### src/rtl/alu_pkg.sv
// Shared ALU slice types: command encodings, the decoded control word and slice width.
package alu_pkg;

  localparam int unsigned ALU_SLICE_W = 4;

  typedef enum logic [1:0] {
    OP_SUM = 2'b00,
    OP_AND = 2'b01,
    OP_OR  = 2'b10,
    OP_XOR = 2'b11
  } AluOp;

  // Bit 4 of the control word is the slice carry_in.
  typedef struct packed {
    logic carry_in;
    logic invert_b;
    logic carry_disable;
    AluOp op;
  } AluCtrlInternal;

  typedef logic [4:0] AluCtrl;

  typedef enum logic [4:0] {
    CMD_ADD  = 5'b00000,
    CMD_SUB  = 5'b11000,
    CMD_COMP = 5'b01000,
    CMD_AND  = 5'b00101,
    CMD_OR   = 5'b00110,
    CMD_XOR  = 5'b00111
  } AluCmd;

  typedef enum logic [1:0] {
    SEQ_IDLE,
    SEQ_RUN,
    SEQ_DONE
  } seq_state_e;

endpackage

### src/rtl/alu_nibble_seq.sv
// Drives one 4-bit alu slice LS nibble first, chaining carry, to build a NIBBLES*4-bit result.
module alu_nibble_seq
  import alu_pkg::*;
#(
  parameter int unsigned NIBBLES = 4
) (
  input  logic                             clk,
  input  logic                             rst_n,
  input  logic                             in_valid,
  output logic                             in_ready,
  input  logic [4:0]                       in_cmd,
  input  logic [ALU_SLICE_W*NIBBLES-1:0]   in_a,
  input  logic [ALU_SLICE_W*NIBBLES-1:0]   in_b,
  output logic                             out_valid,
  input  logic                             out_ready,
  output logic [ALU_SLICE_W*NIBBLES-1:0]   out_res,
  output logic                             out_carry,
  output logic [ALU_SLICE_W-1:0]           alu_d1,
  output logic [ALU_SLICE_W-1:0]           alu_d2,
  output AluCtrl                           alu_ctrl,
  input  logic [ALU_SLICE_W-1:0]           alu_res,
  input  logic                             alu_carry
);

  localparam int unsigned W  = ALU_SLICE_W * NIBBLES;
  localparam int unsigned NW = $clog2(NIBBLES);

  seq_state_e     state_q, state_d;
  logic [NW-1:0]  nib_q, nib_d;
  logic [W-1:0]   a_q, a_d;
  logic [W-1:0]   b_q, b_d;
  logic [W-1:0]   res_q, res_d;
  logic [4:0]     cmd_q, cmd_d;
  logic           carry_q, carry_d;
  logic           last_nib;

  assign last_nib = (nib_q == NW'(NIBBLES - 1));

  always_ff @(posedge clk or negedge rst_n) begin
    if (!rst_n) begin
      state_q <= SEQ_IDLE;
      nib_q   <= '0;
      a_q     <= '0;
      b_q     <= '0;
      res_q   <= '0;
      cmd_q   <= '0;
      carry_q <= 1'b0;
    end else begin
      state_q <= state_d;
      nib_q   <= nib_d;
      a_q     <= a_d;
      b_q     <= b_d;
      res_q   <= res_d;
      cmd_q   <= cmd_d;
      carry_q <= carry_d;
    end
  end

  always_comb begin
    state_d = state_q;
    nib_d   = nib_q;
    a_d     = a_q;
    b_d     = b_q;
    res_d   = res_q;
    cmd_d   = cmd_q;
    carry_d = carry_q;
    case (state_q)
      SEQ_IDLE: begin
        if (in_valid) begin
          a_d     = in_a;
          b_d     = in_b;
          cmd_d   = in_cmd;
          nib_d   = '0;
          state_d = SEQ_RUN;
        end
      end
      SEQ_RUN: begin
        res_d[ALU_SLICE_W*nib_q +: ALU_SLICE_W] = alu_res;
        carry_d = alu_carry;
        nib_d   = nib_q + 1'b1;
        if (last_nib) begin
          nib_d   = '0;
          state_d = SEQ_DONE;
        end
      end
      SEQ_DONE: begin
        if (out_ready) state_d = SEQ_IDLE;
      end
      default: state_d = SEQ_IDLE;
    endcase
  end

  always_comb begin
    in_ready  = (state_q == SEQ_IDLE);
    out_valid = (state_q == SEQ_DONE);
    out_res   = res_q;
    out_carry = carry_q;
    alu_d1    = '0;
    alu_d2    = '0;
    alu_ctrl  = '0;
    if (state_q == SEQ_RUN) begin
      alu_d1   = a_q[ALU_SLICE_W*nib_q +: ALU_SLICE_W];
      alu_d2   = b_q[ALU_SLICE_W*nib_q +: ALU_SLICE_W];
      // Nibble 0 seeds carry_in only for SUB; later nibbles take the chained carry.
      alu_ctrl = {(nib_q == '0) ? (cmd_q[4:3] == 2'b11) : carry_q, cmd_q[3:0]};
    end
  end

endmodule

### config.mk
export PLATFORM = sky130hd
export DESIGN_NAME = alu_nibble_seq
export DESIGN_NICKNAME = d
export VERILOG_FILES = /design/src/rtl/alu_pkg.sv /design/src/rtl/alu_nibble_seq.sv
export SDC_FILE = /design/constraint.sdc
export NUM_CORES = 1
export LEC_CHECK = 0
export CAP_MARGIN = 20
export CORE_MARGIN = 4
export CORE_UTILIZATION = 40
export CTS_BUF_LIST = sky130_fd_sc_hd__clkbuf_4
export CTS_CLUSTER_DIAMETER = 30
export DETAILED_ROUTE_END_ITERATION = 7
export MAX_ROUTING_LAYER = met4
export PLACE_DENSITY = 0.73
export SLEW_MARGIN = 20
export SYNTH_ARGS = -nofsm -noshare
export SYNTH_HDL_FRONTEND = slang
export SYNTH_SLANG_ARGS = --single-unit
### constraint.sdc
create_clock -name clk -period 2.1 [get_ports clk]
set_input_delay 0.42 -clock clk [delete_from_list [all_inputs] [get_ports clk]]
set_output_delay 0.42 -clock clk [all_outputs]
set_load 0.02 [all_outputs]
==> results.yml <==
routing:
  drt_iter0_markers: 68
  drt-pass1-iter-count: 4
  routed_wl_um: 6150
  vias_per_cell: 5.19
  vias: 2046
  routedWlPerCell_um: 15.6
  drtAntennaViolNets: 0
  route.detailed.drc: 0
logic_synthesis:
  yosys_warnings: 0
  synth_top_family_by_area: "multiplexers"
  syn_area_per_cell_um2: 12.5
  yosysMostFrequentCell: "dfrtp_1"
  synthAdderAreaFrac_pct: 2.32
  synth_compound_area_share_pct: 8.37
  synth_area_leaders: "dfrtp_1 (54%), mux2_2 (15%), mux2i_1 (6.0%)"
  synthFlopType: "dfrtp_1"
  synth-simple-area-share_pct: 9.02
  yosysUniqueCellTypes: 28
  synth_seq_cells: 58
  syn_inst: 215
  synth_edf_count: 0
  yosys.area.top_type: "dfrtp_1"
  synthArstFlopShare_pct: 100
  syn_nets: 266
  synth_xor_area_share_pct: 0
  ys_top_cells_by_count: "dfrtp_1 (58), mux2_2 (35), inv_1 (19)"
  synth.top_cell.area_share_pct: 53.9
  synthesis.area_um2: 2690
  synth-seq-area-share_pct: 53.9
  synth_mux_area_share_pct: 21.9
global_route:
  grt-ovfl-total: 0
  grt_use_total_pct: 15.7
  grt_pass1_wl_um: 9940
  antenna_found_initial: 0
  grt_pass1_vias: 2078
  grt_max_degree: 33
timing:
  max_freq_mhz: 474
  holdWs_ns: 0.0375
  period_share_pct: 101
  finalSetupViolations: 1
  relSlewSlack_pct: 57.1
  finalWorstSetupSlack_ns: -0.0111
  worstMarginPinSlew_ns: 0.643
  skew_ns: 0.0155
  layout_min_cycle_time_ns: 2.11
  hold_viol: 0
  drv_slew: 0
  rsz0062_at_grt: "yes"
cts:
  cts_hold_buffers: 0
  cts_root_buffer: "clkbuf_4"
  cts_made_buffers: 9
  cts_buffer_depth: 2
  worstSkewPairLatency_ns: 0.40
  path_clk_slew_ns: 0.10
  cts_tree: "done"
  clock-sinks: 58
  htreeDepth: 3
final_layout:
  nFillCells: 517
  diodes: 0
  area_growth_pct: 46.8
  nets: 365
  drive_gt1_share_pct: 31.9
critical_path:
  arrival_ns: 1.69
  required_ns: 1.68
  worst_setup_path_start_kind: "flop"
  path_max_fanout: 8
  endpoint_kind: "output port"
  crit_chain: "or3b_4 > o22ai_2 > buf_6"
  crit_family: "simple AND/OR/NAND/NOR gates"
  cp_slowest_cell: "or3b_4"
  critical_path_class: "flop to output port"
  worst-path-buf-inv: 1
  critical-path-max-stage-delay_ns: 0.52
die:
  die_area_um2: 8100
  core_um2: 6460
  pin_count: 78
  start_util_pct: 41.7
  row_count: 29
  die_width_um: 90.0
  die_y_um: 90.0
run:
  cap_violations: 0
power_and_ir_drop:
  finalPower_mw: 6.41
  power_leakage_nw: 1.68
  power.density_nw_per_um2: 1620
  vdd_drop_max_uv: 873
worst_hold_path:
  hold_class: "primary input to asynchronous set/reset pin"
placed_design:
  place.detailed.hpwl_um: 4230
  gp_congestion: 0.752
  io_buffer_count: 77
outcome:
  failed_checks: "negative setup slack"
  outcome: "finished, violations left"
-- per-layer routing --
metal  vias up  global-route usage, %  routed length [um]
li1        975                      -                   -
met1       987                   19.2                2680
met2        73                   23.4                2900
met3        11                   6.18                 457
met4         0                   6.12                 110
met5         -                      -                   0
-- layout make-up --
type / count / area (um2) / area share [%]
sequential: 58 / 1450 / 36.7
clock inverter: 4 / 45.0 / 1.14
tap: 77 / 96.3 / 2.44
clock buffer: 10 / 75.1 / 1.90
timing repair buffer: 99 / 967 / 24.5
inverter: 19 / 71.3 / 1.81
multi-input combinational: 127 / 1240 / 31.5
-- worst register-to-register path, stage by stage, from the launching register on --
cell,delay (ns)
dfrtp_1,0.37
buf_6,0.12
inv_1,0.05
buf_4,0.14
ha_1,0.27
or4b_4,0.57
o32ai_1,0.27
-- layout by cell type, fill, tap and decap left out, drive strengths merged, types with 3 or more instances in the layout --
cell type and n:
o22ai 8, dfrtp 58, mux2 38, inv 19, clkinv 3, and2 4
clkbuf 13, clkdlybuf4s50 61, ha 5, mux2i 16, buf 32, or4b 3
and3b 4, nand2 16, o32ai 16
-- report_power, final --
part	internal, mW	switching (mW)
Clock	0.358	0.391
Combinational	1.91	1.80
Sequential	1.66	0.288
-- cells by family after synthesis --
logic type | Yosys count
flip-flops | 58
multiplexers | 54
AND/OR/NAND/NOR | 39
buffers and inverters | 30
AO/OA/AOI/OAI | 29
adder cells (fa/ha/maj) | 5
-- sequential cells by signal, indices dropped and copies added, names as in the netlist --
name and flops:
a_q 16, out_res 16, cmd_q 5, b_q 16
nib_q 2, state_q 2, out_carry 1
-- metrics by stage --
step	std cells	instance area (um2)	setup slack, ns	utilization [%]	TNS, ns
5_1_grt	394	3950	-0.0834	61.2	-0.412
2_1_floorplan	215	2690	0.0260	-	0
6_report	394	3950	-0.0111	61.2	-0.0111
3_3_place_gp	372	3640	-0.0955	56.3	-0.469
3_5_place_dp	372	3640	-0.108	56.3	-0.562
4_1_cts	386	3740	0.0000560	57.8	0
-- final timing paths --
check                            from         end  slack, ns  cells after the start
setup / recovery           state_q[1]   alu_d1[2]      -0.01                      3
hold / removal                  rst_n    cmd_q[0]       0.04                      1
setup reg to reg             nib_q[0]  out_res[8]       0.21                      6
hold reg to reg               a_q[12]     a_q[12]       0.49                      1
max in group asynchronous       rst_n      b_q[0]       1.42                      2
min in group clk              a_q[12]     a_q[12]       0.49                      1
-- timing repair --
| item | CTS | global route |
|---|---|---|
| cloned | 0 | 1 |
| pin swaps | 0 | 7 |
| buffers inserted | 0 | 7 |
| endpoints found under the setup margin | 15 | 13 |
| gates resized for setup | 51 | 41 |
No activity file was read; power rests on OpenSTA's default activity.
